<file path="src/rtl/fmap_stream_reader.sv">
// rtl/fmap_stream_reader.sv - raster-order feature-map reader from 1R1W SRAM to a valid/ready stream
//
// Purpose: on an accepted start, reads FMAP_H x FMAP_W pixels from base_addr
// upward (wrapping modulo 2^ADDR_WIDTH) and streams them out with row/frame
// markers. A 2-entry FIFO covers the 1-cycle SRAM latency and consumer stalls.
//
// Ports:
//   clk, rst_n       clock (posedge), asynchronous active-low reset
//   start, base_addr frame request and start address (sampled in IDLE only)
//   busy, done       frame in progress / one-cycle completion pulse
//   sram_*           SRAM chip select, read request, address, read data
//   out_*            pixel stream: valid/ready, data, row_last, frame_last
module fmap_stream_reader #(
    parameter int DATA_WIDTH = 8,
    parameter int ADDR_WIDTH = 10,
    parameter int FMAP_W     = 32,
    parameter int FMAP_H     = 32
) (
    input  logic                  clk,
    input  logic                  rst_n,
    input  logic                  start,
    input  logic [ADDR_WIDTH-1:0] base_addr,
    output logic                  busy,
    output logic                  done,
    output logic                  sram_csen,
    output logic                  sram_rd_en,
    output logic [ADDR_WIDTH-1:0] sram_rd_addr,
    input  logic [DATA_WIDTH-1:0] sram_rd_data,
    output logic                  out_valid,
    input  logic                  out_ready,
    output logic [DATA_WIDTH-1:0] out_data,
    output logic                  out_row_last,
    output logic                  out_frame_last
);

    localparam int COL_W = (FMAP_W > 1) ? $clog2(FMAP_W) : 1;
    localparam int ROW_W = (FMAP_H > 1) ? $clog2(FMAP_H) : 1;
    localparam int ENT_W = DATA_WIDTH + 2;

    typedef enum logic [1:0] {S_IDLE, S_RUN, S_DRAIN, S_DONE} state_t;

    state_t                 state_q, state_d;
    logic [COL_W-1:0]       col_q, col_d;
    logic [ROW_W-1:0]       row_q, row_d;
    logic [ADDR_WIDTH-1:0]  addr_q, addr_d;
    logic                   inflight_q, inflight_d;
    logic                   pend_rl_q, pend_rl_d;
    logic                   pend_fl_q, pend_fl_d;
    logic [ENT_W-1:0]       ent_q [2];
    logic [ENT_W-1:0]       ent_d [2];
    logic                   wr_ptr_q, wr_ptr_d;
    logic                   rd_ptr_q, rd_ptr_d;
    logic [1:0]             count_q, count_d;

    logic hs;
    logic last_col;
    logic last_row;
    logic issue;

    assign hs       = out_valid & out_ready;
    assign last_col = (col_q == COL_W'(FMAP_W - 1));
    assign last_row = (row_q == ROW_W'(FMAP_H - 1));
    // A pop in this cycle frees a slot before the new read's data can land,
    // so a handshake always grants a credit even when the buffer looks full.
    assign issue    = (state_q == S_RUN) &&
                      ((({1'b0, count_q} + {2'b0, inflight_q}) < 3'd2) || hs);

    // State register
    always_ff @(posedge clk or negedge rst_n) begin
        if (!rst_n) begin
            state_q <= S_IDLE;
        end else begin
            state_q <= state_d;
        end
    end

    // Next-state logic
    always_comb begin
        state_d = state_q;
        case (state_q)
            S_IDLE:  if (start) state_d = S_RUN;
            S_RUN:   if (issue && last_col && last_row) state_d = S_DRAIN;
            // The frame_last pixel is the final one; its handshake empties
            // the buffer with nothing left in flight.
            S_DRAIN: if (hs && out_frame_last) state_d = S_DONE;
            S_DONE:  state_d = S_IDLE;
            default: state_d = S_IDLE;
        endcase
    end

    // Outputs
    always_comb begin
        busy           = (state_q != S_IDLE);
        done           = (state_q == S_DONE);
        sram_csen      = (state_q != S_IDLE);
        sram_rd_en     = issue;
        sram_rd_addr   = issue ? addr_q : '0;
        out_valid      = (count_q != 2'd0);
        {out_frame_last, out_row_last, out_data} = ent_q[rd_ptr_q];
    end

    // Datapath: scan counters, in-flight tracking, output FIFO
    always_comb begin
        col_d     = col_q;
        row_d     = row_q;
        addr_d    = addr_q;
        inflight_d = issue;
        pend_rl_d = issue & last_col;
        pend_fl_d = issue & last_col & last_row;
        ent_d     = ent_q;
        wr_ptr_d  = wr_ptr_q ^ inflight_q;
        rd_ptr_d  = rd_ptr_q ^ hs;
        count_d   = count_q + {1'b0, inflight_q} - {1'b0, hs};

        if (state_q == S_IDLE && start) begin
            addr_d = base_addr;
            col_d  = '0;
            row_d  = '0;
        end

        if (issue) begin
            addr_d = addr_q + ADDR_WIDTH'(1);
            if (last_col) begin
                col_d = '0;
                row_d = last_row ? '0 : row_q + ROW_W'(1);
            end else begin
                col_d = col_q + COL_W'(1);
            end
        end

        // Data for last cycle's read is on sram_rd_data now.
        if (inflight_q) begin
            ent_d[wr_ptr_q] = {pend_fl_q, pend_rl_q, sram_rd_data};
        end
    end

    always_ff @(posedge clk or negedge rst_n) begin
        if (!rst_n) begin
            col_q      <= '0;
            row_q      <= '0;
            addr_q     <= '0;
            inflight_q <= 1'b0;
            pend_rl_q  <= 1'b0;
            pend_fl_q  <= 1'b0;
            ent_q[0]   <= '0;
            ent_q[1]   <= '0;
            wr_ptr_q   <= 1'b0;
            rd_ptr_q   <= 1'b0;
            count_q    <= 2'd0;
        end else begin
            col_q      <= col_d;
            row_q      <= row_d;
            addr_q     <= addr_d;
            inflight_q <= inflight_d;
            pend_rl_q  <= pend_rl_d;
            pend_fl_q  <= pend_fl_d;
            ent_q[0]   <= ent_d[0];
            ent_q[1]   <= ent_d[1];
            wr_ptr_q   <= wr_ptr_d;
            rd_ptr_q   <= rd_ptr_d;
            count_q    <= count_d;
        end
    end

endmodule

</file>
<file path="config.mk">
export PLATFORM = sky130hd
export DESIGN_NAME = fmap_stream_reader
export DESIGN_NICKNAME = d
export VERILOG_FILES = /design/src/rtl/fmap_stream_reader.sv
export SDC_FILE = /design/constraint.sdc
export NUM_CORES = 1
export LEC_CHECK = 0
export BUFFER_PORTS_ARGS = -buffer_cell sky130_fd_sc_hd__buf_2
export CAP_MARGIN = 10
export CORE_MARGIN = 10
export CORE_UTILIZATION = 35
export DETAILED_ROUTE_END_ITERATION = 12
export PLACE_DENSITY_LB_ADDON = 0.08
export SLEW_MARGIN = 5
export SYNTH_ARGS = -nofsm -noshare
export SYNTH_HDL_FRONTEND = slang
export SYNTH_SLANG_ARGS = --single-unit
</file>
<file path="constraint.sdc">
create_clock -name clk -period 2.4 [get_ports clk]
set_input_delay 0.12 -clock clk [delete_from_list [all_inputs] [get_ports clk]]
set_output_delay 0.12 -clock clk [all_outputs]
set_load 0.01 [all_outputs]
</file>
==> results.md <==
* Minimum clock period at 1966 ps
* Post-synthesis cell type count at 51
* Nets at 319
* Yosys warnings at 0
* Synth async-reset ratio at 100.0%
* Synthesized area per cell at 11.26 um^2
* Post-DP HPWL at 4.543 mm
* Clock root buffer: clkbuf_8
* Initial Utilization at 35.85%
* Mapped Nets at 267
* Worst EP arrival at 2150 ps
* DR iter-0 viols at 67
* Area of the multi-input gates at 1260 um^2
* PortBufs at 46
* Crit-path max FO at 6
* Largest net degree at the start of global routing at 25
* Worst Max-Slew Pin Slew at 561.6 ps
* Combinational Power Share at 46.6%
* Reg2reg path depth at 6
* Final Hold Vio Count at 0
* Critical R2R Capture: state_q[1]$_DFFE_PN0P_
* RSZ-0062 raised after global routing: false
* Routability cong. at 0.7607
* Chip width at 106.2 um
* DRC Markers at 0
* P_int at 0.002107 W
* CTS tree: built
* Ant diodes at 0
* Worst Hold Class: in -> reg
* Sequential Area at 1226 um^2
* CTS resizes at 0
* Slew margin rel. at 62.56%
* Fillers at 740
* Clock power frac at 14.4%
* Worst EP required at 2590 ps
* Setup violations, final at 0
* H-tree depth reported by CTS at 2
* Drt total wl at 6.004 mm
* Wire per inst at 15.68 um
* Final period utilization at 81.92%
* Fmax at 508.6 MHz
* Total track usage at 10.81%
* Sw frac at 37.73%
* Clk_lat worst skew at 300 ps
* Clock skew at 8.567 ps
* Detailed-router iteration count before antenna repair at 4
* Hold Path Depth at 2
* Num CTS Buffers at 5
* HP Start: sram_rd_data[5]
* Sequential share of power at 39.0%
* Mapped Area at 2600 um^2
* Status: finished clean
* Pwr Density at 1108 nW/um^2
* Element type at the critical path end: flop
* RR Startpoint: row_q[0]$_DFF_PN0_
* Clock Tree Buf Depth at 2
* Cell count after synthesis at 231
* Post-route antenna net violation count at 0
* Grt ovf at 0
* Site row count at 31
* CP Class: reg -> reg
* Commonest non-fill, non-tap cell in the layout: dfrtp_1
* Hold worst-path end: ent_q[5]$_DFFE_PN0P_
* Leakage at 1.501 nW
* Die area at 11280 um^2
* Maximum VDD drop at 373.9 uV
* Most frequent cells in the layout: dfrtp_1, buf_2, mux2_2
* Sequential share of the synthesized area at 47.16%
* Max_cap viols at 0
* Slew Viols, Final at 0
* Area Overhead vs Synth at 17.42%
* NetSw at 0.001276 W
* Core Area at 7253 um^2
* Startpoint Class: flop
* R2r setup slk at 430 ps
* First-pass GRT wire length at 9.936 mm
* Main flop type after synthesis: dfrtp_1
* Synthesis-stage register bit count at 49
* Vias per inst at 5.037
* Post-synth EDFFs at 0
* CTS Sinks at 49
* Vias in the first global route at 1908
* Die Span Y at 106.2 um
* Initial antenna violation count at 0
* DP Area at 2957 um^2
* Worst-path clk slew at 100 ps
* Setup TNS at 0 ps
* Layout cells sized above 1 at 38.38%
* Via count at 1929
* Num ports at 47
* Final instance area at 3053 um^2
-- cells in the mapped netlist (2+ instances only) --
cell      number  share of area (%)
o21a_1         2               0.58
a21oi_1        5               0.96
clkbuf_1       3               0.43
o221a_2        2               0.87
inv_1         14                2.0
nor4_1         3               0.72
nor2_1         7                1.0
a221o_1        4                1.5
o31ai_1        3               0.87
a21o_1         2               0.58
nand4_1        3               0.72
ha_1          14                6.7
dfrtp_1       49                 47
nand3_1       15                2.9
o21ai_0        7                1.3
nor3_1         2               0.39
nand3_2        2               0.77
mux2_2        30                 13
nand2b_1       2               0.48
nand2_1       14                2.0
xnor2_1        3                1.0
buf_2          4               0.77
and2_1         6                1.4
a211oi_1       2               0.58
mux2i_1        2               0.77
and2_2         2               0.58
and3_1         5                1.2
-- metal layers --
metal,part of all wire (%),vias up,global-route usage (%)
li1,-,929,-
met1,48,946,14.29
met2,46,48,16.78
met3,5.3,6,3.080
met4,1.1,0,3.191
met5,0,-,0
-- critical path: stages, from the launching register on --
cell,delay (ps)
dfrtp_1,400
ha_1,190
and3_1,170
ha_1,290
nand4_1,130
a221o_1,360
mux2_1,320
-- registers in the layout, indices dropped and copies added (netlist names) --
register	count
row_q	5
pend_fl_q	1
rd_ptr_q	1
count_q	2
addr_q	10
wr_ptr_q	1
pend_rl_q	1
col_q	5
state_q	2
inflight_q	1
ent_q	20
-- metrics by stage --
| step | util [%] | worst slack (ps) | std cells | hold WS [ps] | total power (W) |
|---|---|---|---|---|---|
| 2_1_floorplan | - | 582.1 | 231 | -175.6 | 0.002414 |
| 3_3_place_gp | 40.76 | 495.0 | 374 | 170.7 | 0.002944 |
| 3_5_place_dp | 40.76 | 459.2 | 374 | 153.8 | 0.002949 |
| 4_1_cts | 42.09 | 430.0 | 383 | 44.81 | 0.003450 |
| 5_1_grt | 42.09 | 279.0 | 383 | 36.87 | 0.003687 |
| 6_report | 42.09 | 433.9 | 383 | 55.50 | 0.003383 |
-- layout make-up --
type,instances,share of cell area [%]
clock buffers,5,2.254
clock inverters,3,0.5738
inverters,15,1.844
multi-input cells,157,41.27
flip-flops and latches,49,40.16
well taps,99,4.057
repair buffers,55,9.836
-- timing repair --
item	in CTS	in global routing
endpoints found under the hold margin	22	0
hold buffers	1	0
setup buffers	0	0
-- power groups by stage --
stage / combinational, W / sequential [W] / clock, W
detailed placement: 0.00161 / 0.00134 / 0
CTS: 0.00162 / 0.00132 / 0.000506
floorplan: 0.00114 / 0.00127 / 0
finish: 0.00158 / 0.00132 / 0.000486
global route: 0.00177 / 0.00136 / 0.000553
global placement: 0.00161 / 0.00133 / 0
-- how the worst max path moves through the flow --
stage	slack [ps]	start	endpoint	cells past startpoint
final	430	row_q[0]$_DFF_PN0_	state_q[1]$_DFFE_PN0P_	6
after global routing	280	row_q[0]$_DFF_PN0_	state_q[1]$_DFFE_PN0P_	6
after CTS	430	row_q[0]$_DFF_PN0_	state_q[1]$_DFFE_PN0P_	6
after detailed placement	460	row_q[0]$_DFF_PN0_	state_q[1]$_DFFE_PN0P_	6
after global placement	490	row_q[0]$_DFF_PN0_	state_q[1]$_DFFE_PN0P_	6
after floorplan	580	col_q[0]$_DFFE_PN0P_	state_q[1]$_DFFE_PN0P_	7
-- kinds of logic (layout without fill, tap and decap cells) --
| family | Yosys count | in the layout | synth area share, % |
|---|---|---|---|
| AO/OA/AOI/OAI | 35 | 35 | 10.54 |
| XOR/XNOR | 3 | 3 | 1.011 |
| adder cells (fa/ha/maj) | 14 | 14 | 6.737 |
| buffers and inverters | 25 | 78 | 4.379 |
| flip-flops | 49 | 49 | 47.16 |
| multiplexers | 33 | 33 | 14.20 |
| AND/OR/NAND/NOR | 72 | 72 | 15.98 |
Note: power is estimated with default switching activity, not from simulation.
